File: config.mk
export PLATFORM = sky130hd
export DESIGN_NAME = hazard_scoreboard
export DESIGN_NICKNAME = d
export VERILOG_FILES = /design/src/rtl/hazard_scoreboard_pkg.sv /design/src/rtl/sb_entry.sv /design/src/rtl/hazard_scoreboard.sv
export SDC_FILE = /design/constraint.sdc
export NUM_CORES = 1
export LEC_CHECK = 0
export ABC_AREA = 1
export CAP_MARGIN = 20
export CORE_MARGIN = 5
export CORE_UTILIZATION = 45
export DETAILED_ROUTE_END_ITERATION = 6
export PLACE_DENSITY = 0.75
export SLEW_MARGIN = 20
export SYNTH_ARGS = -nofsm -noshare
export SYNTH_HDL_FRONTEND = slang
export SYNTH_SLANG_ARGS = --single-unit
export TNS_END_PERCENT = 30
File: constraint.sdc
create_clock -name clk -period 1.9 [get_ports clk]
set_input_delay 0.19 -clock clk [delete_from_list [all_inputs] [get_ports clk]]
set_output_delay 0.19 -clock clk [all_outputs]
set_load 0.005 [all_outputs]
File: src/rtl/hazard_scoreboard_pkg.sv
// Shared widths and latency codes for the ID-stage hazard scoreboard and the decoder driving it.
package hazard_scoreboard_pkg;

    localparam int unsigned NUM_REGS_DEF = 32;
    localparam int unsigned REG_AW_DEF   = 5;
    localparam int unsigned LAT_W_DEF    = 3;
    localparam int unsigned NUM_SRC_DEF  = 2;
    localparam int unsigned STAT_W_DEF   = 32;

    // Issue latencies: cycles until the result can be forwarded to the EX input.
    localparam logic [LAT_W_DEF-1:0] LAT_ALU  = LAT_W_DEF'(1);
    localparam logic [LAT_W_DEF-1:0] LAT_LOAD = LAT_W_DEF'(2);
    localparam logic [LAT_W_DEF-1:0] LAT_MFC0 = LAT_W_DEF'(2);
    // All-ones marks a variable-latency writer that completes on wb_done.
    localparam logic [LAT_W_DEF-1:0] LAT_VAR  = {LAT_W_DEF{1'b1}};

endpackage

File: src/rtl/sb_entry.sv
// One scoreboard entry: tracks an outstanding writer for a single register.
module sb_entry
    import hazard_scoreboard_pkg::*;
#(
    parameter int unsigned LAT_W = LAT_W_DEF
) (
    input  logic             clk,
    input  logic             reset,
    input  logic             set,
    input  logic [LAT_W-1:0] lat,
    input  logic             hold,
    input  logic             clr_var,
    input  logic             flush,
    output logic             busy_norm,
    output logic             busy_branch
);

    localparam logic [LAT_W-1:0] VAR_CODE = {LAT_W{1'b1}};

    logic             valid;
    logic [LAT_W-1:0] rem;

    // Entry state: set wins over completion, fixed latencies count down unless the back end holds.
    always_ff @(posedge clk) begin
        if (reset || flush) begin
            valid <= 1'b0;
            rem   <= '0;
        end else if (set) begin
            // A zero-latency writer is ready at once, so it simply retires any older writer.
            valid <= (lat != '0);
            rem   <= lat;
        end else if (valid) begin
            if (rem == VAR_CODE) begin
                if (clr_var) begin
                    valid <= 1'b0;
                    rem   <= '0;
                end
            end else if (!hold) begin
                if (rem != '0) begin
                    rem <= rem - LAT_W'(1);
                end else begin
                    valid <= 1'b0;
                end
            end
        end
    end

    // The variable code is all-ones, so it is always above both thresholds.
    assign busy_norm   = valid && (rem > LAT_W'(1));
    assign busy_branch = valid && (rem != '0);

endmodule

File: src/rtl/hazard_scoreboard.sv
// Per-register latency scoreboard in ID: produces the IF/ID stall and counts stalled cycles.
module hazard_scoreboard
    import hazard_scoreboard_pkg::*;
#(
    parameter int unsigned NUM_REGS = NUM_REGS_DEF,
    parameter int unsigned REG_AW   = REG_AW_DEF,
    parameter int unsigned LAT_W    = LAT_W_DEF,
    parameter int unsigned NUM_SRC  = NUM_SRC_DEF,
    parameter int unsigned STAT_W   = STAT_W_DEF
) (
    input  logic                      clk,
    input  logic                      reset,
    input  logic                      en,
    input  logic                      issue_valid,
    input  logic [REG_AW-1:0]         issue_rd,
    input  logic [LAT_W-1:0]          issue_lat,
    input  logic [NUM_SRC-1:0]        src_valid,
    input  logic [NUM_SRC*REG_AW-1:0] src_addr,
    input  logic                      is_branch,
    input  logic                      back_hold,
    input  logic                      wb_done,
    input  logic [REG_AW-1:0]         wb_rd,
    input  logic                      flush,
    output logic                      stall,
    output logic [STAT_W-1:0]         stall_cycles
);

    logic [NUM_REGS-1:0] busy_norm;
    logic [NUM_REGS-1:0] busy_branch;
    logic [NUM_SRC-1:0]  not_ready;

    // Register 0 is hard-wired and never has an outstanding writer.
    assign busy_norm[0]   = 1'b0;
    assign busy_branch[0] = 1'b0;

    for (genvar r = 1; r < NUM_REGS; r++) begin : g_entry
        logic set;
        logic clr_var;

        assign set     = issue_valid && !stall && !flush && (issue_rd == REG_AW'(r));
        assign clr_var = wb_done && (wb_rd == REG_AW'(r));

        sb_entry #(
            .LAT_W (LAT_W)
        ) u_entry (
            .clk         (clk),
            .reset       (reset),
            .set         (set),
            .lat         (issue_lat),
            .hold        (back_hold),
            .clr_var     (clr_var),
            .flush       (flush),
            .busy_norm   (busy_norm[r]),
            .busy_branch (busy_branch[r])
        );
    end

    // Branches resolve in ID and need their operands one cycle earlier than EX consumers.
    for (genvar i = 0; i < NUM_SRC; i++) begin : g_src
        logic [REG_AW-1:0] addr;

        assign addr         = src_addr[i*REG_AW +: REG_AW];
        assign not_ready[i] = src_valid[i] && (addr != '0) &&
                              (is_branch ? busy_branch[addr] : busy_norm[addr]);
    end

    assign stall = en && !flush && (|not_ready);

    // Saturating count of stalled cycles.
    always_ff @(posedge clk) begin
        if (reset) begin
            stall_cycles <= '0;
        end else if (stall && (stall_cycles != {STAT_W{1'b1}})) begin
            stall_cycles <= stall_cycles + STAT_W'(1);
        end
    end

endmodule

# Yosys cells after proc, flatten, opt, wreduce, memory -nomap -nowiden
# Index checks and enable logic that the tools add are counted.
[totals] output_inout_bits=33 input_bits=33 register_bits=156
[classes] n_addsub=32 eq_ne=156 magnitude_cmp=33 n_mux=382 reduce_logical=264
[op_table] cell="2-to-1 mux 3 bit" n=186
[op_table] cell="2-to-1 mux 1 bit" n=192
[op_table] cell="nonzero test 3 bit" n=63
[op_table] cell="== test 5 bit (second input constant)" n=32
[op_table] cell="logical AND 1 bit" n=133
[op_table] cell="AND reduction 4 bit" n=31
[op_table] cell="== test 3 bit (second input constant)" n=31
[op_table] cell="greater-than comparator 3 x 1 -> 1 bit (second input constant)" n=31
[op_table] cell="inequality test 3 x 1 -> 1 bit (second input constant)" n=31
[op_table] cell="inequality test 3 bit (second input constant)" n=31
[op_table] cell="subtractor 3 x 1 -> 3 bit (second input constant)" n=31
[op_table] cell="== test 5 x 4 -> 1 bit (second input constant)" n=16
[op_table] cell="nonzero test 2 bit" n=31
[op_table] cell="== test 5 x 3 -> 1 bit (second input constant)" n=8
[op_table] cell="adder 32 x 1 -> 32 bit (second input constant)" n=1
[op_table] cell="inequality test 32 bit (second input constant)" n=1
[op_table] cell="binary-select mux 1 bit (select 5 bit)" n=4
[op_table] cell="== test 5 x 2 -> 1 bit (second input constant)" n=4
[op_table] cell="less-than comparator 5 x 6 -> 1 bit (second input constant)" n=2
[op_table] cell="== test 5 x 1 -> 1 bit (second input constant)" n=2
[op_table] cell="nonzero test 5 bit" n=2
[op_table] cell="logical NOT 1 bit" n=2
[op_table] cell="OR reduction 2 bit" n=1
[op_table] cell="logical OR 1 bit" n=1

# Longest topological paths before layout
[depth] ltp_word=14 mapped_depth=22 ltp_nobuf=20

# Hierarchy
# Synthesis repeated with hierarchy kept, for this count alone.
[unflattened] hier_cells=2472 hier_area_um2=13608.1
[by_module_without_submodules] module="sb_entry" cells_per_inst=53 area_per_inst_um2=304.0 n_inst=31
[by_module_without_submodules] module="hazard_scoreboard" cells_per_inst=829 area_per_inst_um2=4182.8 n_inst=1

# Least setup slack after synthesis
# Ideal clock, no wire load.
[synth_path] kind="reg2reg" from="reg stall_cycles[4]" to="reg stall_cycles[25]" t_arrival_ps=1965 slack_ps=-208 path_stages_with_launch=14 t_required_ps=1757 setup_ps=143 path_cell_list="dfxtp_1 -> inv_1 -> nor3_1 -> nand2_1 -> nor2_1 -> inv_1 -> nor4_1 -> nand2_1 -> nand2_4 -> inv_2 -> buf_6 -> buf_8 -> nand2_2 -> a21oi_2"
[synth_between] elab_chain_cells=2
[synth_rtl] element="start, declared" line_no="hazard_scoreboard.sv:25" text="output logic [STAT_W-1:0] stall_cycles"
[synth_rtl] element="start signal, assigned" line_no="hazard_scoreboard.sv:74" text="stall_cycles <= stall_cycles + STAT_W'(1);"
[synth_rtl] element="parallel branches: the longest is 2 deep, another holds adder 32 x 1 -> 32 bit"
# Several ways; the timed one is not identified.
# A chain may end at the register's enable or synchronous reset.

# Worst setup path after layout
[layout_path] from="reg g_entry[20].u_entry.rem[1]" to="reg g_entry[19].u_entry.rem[1]"
[layout_between] elab_chain_cells=14
[layout_rtl] element="start, declared" line_no="sb_entry.sv:21" text="logic [LAT_W-1:0] rem;"
[layout_rtl] element="start signal, assigned" line_no="sb_entry.sv:31" text="rem <= lat;"
[layout_rtl] element="start signal, assigned" line_no="sb_entry.sv:40" text="rem <= rem - LAT_W'(1);"
[layout_rtl] element="greater-than comparator 3 x 1 -> 1 bit or nonzero test 3 bit (tied branches)" line_no="sb_entry.sv:49, sb_entry.sv:50"
[layout_rtl] element="logical AND 1 bit (on tied branches)" line_no="sb_entry.sv:49, sb_entry.sv:50"
[layout_rtl] element="binary-select mux 1 bit (select 5 bit)" line_no="hazard_scoreboard.sv:64" text="(is_branch ? busy_branch[addr] : busy_norm[addr]);"
[layout_rtl] element="2-to-1 mux 1 bit (not written as such)" line_no="hazard_scoreboard.sv:64"
[layout_rtl] element="2-to-1 mux 1 bit" line_no="hazard_scoreboard.sv:64"
[layout_rtl] element="logical AND 1 bit" line_no="hazard_scoreboard.sv:63" text="assign not_ready[i] = src_valid[i] && (addr != '0) &&"
[layout_rtl] element="OR reduction 2 bit (*)" line_no="hazard_scoreboard.sv:67" text="assign stall = en && !flush && (|not_ready);"
[layout_rtl] element="logical AND 1 bit (*)" line_no="hazard_scoreboard.sv:67"
[layout_rtl] element="logical NOT 1 bit (*)" line_no="hazard_scoreboard.sv:40" text="assign set = issue_valid && !stall && !flush && (issue_rd == REG_AW'(r));"
[layout_rtl] element="logical AND 1 bit (*) (3 in series)" line_no="hazard_scoreboard.sv:40"
[layout_rtl] element="inequality test 3 bit (no source line) (tied with other cells)"
[layout_rtl] element="AND reduction 4 bit (no source line)"
[layout_rtl] element="end signal, assigned" line_no="sb_entry.sv:31"
[layout_rtl] element="end signal, assigned" line_no="sb_entry.sv:40"
[layout_rtl] element="end, declared" line_no="sb_entry.sv:21"
# Mark *: on every way between the ends. The rest lies on a longest branch, timed or not. The select of a mux whose other input is x is not followed.

==> flow_metrics.py <==
metrics = {
    "sta": {
        "max_slew.worst_pin.slew_ns": 0.432,
        "fmax_mhz": 426,
        "hold_slack_ns": 0.514,
        "fin_tns_setup_ns": -54.40,
        "fin_crit_sh_pct": 123,
        "min_period_ns": 2.34,
        "hold_viol_final": 0,
        "setup_viol": 157,
        "rsz0062_at_grt": "yes",
        "fin_worst_skew_ns": 0.0124,
        "worst_slew_margin_rel_pct": 71.0,
        "setup_slack_ns": -0.445,
        "maxSlewViolCount": 0,
    },
    "pwr": {
        "leakage_nw": 7.47,
        "seqPwrFrac_pct": 40.0,
        "p_int_mw": 5.66,
        "powerDensity_mw_per_mm2": 463,
        "p_sw_mw": 2.54,
        "peakVddDrop_mv": 0.586,
        "swShare_pct": 30.9,
        "pwr-share-comb_pct": 15.8,
        "p_clk_share_pct": 44.2,
        "power_mw": 8.20,
    },
    "synthesis": {
        "syn-num-nets": 2106,
        "synth_edf_count": 0,
        "yosysSeqAreaShare_pct": 25.5,
        "synth_area_leaders": "dfxtp_1 (25%), nand2_1 (17%), nor2_1 (10%)",
        "ys_seq_elements": 156,
        "synth_top_area_cell": "dfxtp_1",
        "syn_area_sq_mm": 0.0123,
        "synth_area_per_cell_sq_um": 5.92,
        "synth_cell_types": 42,
        "postSynthCellCount": 2072,
        "synthArstFlopShare_pct": 0,
        "ys_warn_count": 0,
        "netlist.area_leader.share_pct": 25.5,
        "yosys_most_used_dff": "dfxtp_1",
    },
    "cells_and_area": {
        "final_util_pct": 65.9,
        "layout_commonest_cell": "nand2_1",
        "num_antenna_cells": 0,
        "final_cells": 2795,
        "final_cell_mix": "nand2_1 (506), buf_4 (323), nor2_1 (293)",
        "fillers": 2333,
        "syn2layout_area_growth_pct": 44.4,
        "layout-drive-gt1-share_pct": 28.8,
        "fin_nets": 2475,
        "final_cell_area_sq_mm": 0.0177,
    },
    "critical_path": {
        "cp-start-kind": "flop",
        "crit_family": "simple AND/OR/NAND/NOR gates",
        "cp_slowest_cell": "dfxtp_4",
        "crit_chain": "nor2_4, nand2_2, nand2_2, nand2_2, nand2_1, inv_1, a21oi_2, nor2_1, nand2_1, nand3_2, nand3_2, nand2_4, nand2_8, buf_12, buf_16, nand3_4, nand2_2, nand2_2, a21oi_2",
        "cpPeakStageDelay_ns": 0.37,
        "path_max_fanout": 8,
        "end_kind": "flop",
        "cp.arrival_ns": 2.71,
        "criticalPathCategory": "reg2reg",
        "required_ns": 2.27,
        "critPathBufInv": 3,
        "crit_top_cell": "nand2_2",
    },
    "die": {
        "die-area_sq_mm": 0.0307,
        "die_w_microns": 175,
        "std_cell_rows": 60,
        "initial_core_util_pct": 45.6,
        "boundaryPins": 66,
        "coreArea_sq_mm": 0.0269,
        "die-height_microns": 175,
    },
    "worst_hold_path": {
        "hp-class": "reg2reg",
    },
    "global_route": {
        "antenna_found_initial": 0,
        "grt_pass1_vias": 15094,
        "grt_max_degree": 62,
        "track_usage_pct": 29.5,
        "gr-total-overflow": 0,
        "grt_first_pass_wirelength_microns": 74000,
    },
    "route": {
        "met2_length_microns": 22000,
        "post-route-drc-count": 0,
        "highest_layer": "met4",
        "wl_met1_microns": 19000,
        "drt_iter0_drc": 1526,
        "routedWlPerCell_microns": 16.9,
        "wl_met3_microns": 3880,
        "via_per_inst": 5.63,
        "vias": 15745,
        "routed_wl_microns": 47300,
        "drtPass1Iterations": 6,
        "antenna_left": 0,
    },
    "cts": {
        "holdBufCountCts": 0,
        "cts.path.max_buffers": 2,
        "clock-sinks": 156,
        "clk_pin_slew_ns": 0.08,
        "tritoncts": "built",
        "root_buffer": "clkbuf_16",
        "numCtsBuffers": 17,
        "clkLatencyLatePin_ns": 0.44,
        "cts_max_level": 4,
    },
    "place": {
        "gp_congestion": 1.00,
        "place_area_sq_mm": 0.0158,
        "place_worst_setup_slack_ns": -0.886,
        "dpl.cell_count": 2733,
        "io_buffers": 65,
        "place_hpwl_microns": 32800,
    },
    "outcome": {
        "violations": "negative setup slack",
        "status": "finished with violations",
    },
    "flow_run": {
        "cap_violations": 0,
    },
}
[path summary, 6_finish.rpt]
path	from	to	slack, ns	depth (start not counted)
setup / recovery	g_entry[20].u_entry.rem[1]$_SDFFE_PP0P_	g_entry[19].u_entry.rem[1]$_SDFFE_PP0P_	-0.44	19
hold / removal	stall_cycles[31]$_SDFFE_PP0P_	stall_cycles[31]$_SDFFE_PP0P_	0.51	2
setup reg to reg	g_entry[20].u_entry.rem[1]$_SDFFE_PP0P_	g_entry[19].u_entry.rem[1]$_SDFFE_PP0P_	-0.44	19
hold reg to reg	stall_cycles[31]$_SDFFE_PP0P_	stall_cycles[31]$_SDFFE_PP0P_	0.51	2
[cell families (layout without fill, tap and decap cells)]
family	count (synthesis)	in the layout	share of synthesized area [%]
compound gates	289	289	12.5
flops	156	156	25.5
fa+ha+maj	1	1	0.102
buf+inv	269	651	9.40
simple gates	1312	1312	49.3
xor+xnor	45	45	3.21
[registers in the layout, indices dropped and copies added, names as in the netlist]
signal                 count
g_entry.u_entry.rem       93
g_entry.u_entry.valid     31
stall_cycles              32
[metal layers]
layer	global-route usage, %	vias to the layer above
met1	36.2	7165
met2	49.8	782
met5	0	-
met4	15.0	0
li1	-	7591
met3	4.93	207
[cells in the mapped netlist, types with 2 or more instances]
master and n:
buf_4 7, inv_4 2, o21a_1 4, or4_1 2, or2_2 8, a21oi_2 10
nor4_1 9, o221ai_1 3, inv_1 182, o21ai_0 119, buf_2 18, and2_1 2
buf_6 4, nand3_2 3, nand2_2 10, nor2_1 340, buf_1 3, nand3_4 29
buf_12 3, nor3_1 23, nand3b_1 7, nand2_1 547, o211ai_1 9, nand3_1 240
xnor2_1 13, clkbuf_1 44, nand4_1 86, o21ai_1 14, xor2_1 32, nand2_4 2
dfxtp_1 156, inv_2 5, a21oi_1 127
[power groups by stage]
stage / Clock [mW] / Sequential [mW] / Combinational [mW]
after floorplan: 0 / 3.36 / 0.572
after global placement: 0 / 3.36 / 1.07
after detailed placement: 0 / 3.36 / 1.08
after CTS: 3.65 / 3.28 / 1.21
after global routing: 3.79 / 3.28 / 1.34
final: 3.63 / 3.28 / 1.30
[repair_timing]
action,in CTS,in global routing
pin swaps,28,61
resized for setup,168,134
endpoints found under the setup margin,157,157
buffers inserted,12,11
gates cloned,7,1
hold endpoints to repair,0,0
[area by class of cell]
class | instances | area [sq um] | area share [%]
multi-input cells | 1647 | 8830 | 49.9
repair buffers | 430 | 3960 | 22.3
flip-flops and latches | 156 | 3170 | 17.9
inverters | 189 | 729 | 4.12
well taps | 341 | 427 | 2.41
clock buffers | 17 | 425 | 2.40
clock inverters | 15 | 173 | 0.975
[worst min-delay path, cell delays in order (launching register included)]
cell	delay, ns
dfxtp_1	0.34
nand2_1	0.07
a21oi_1	0.05
Power figures use the tool's default switching activity.
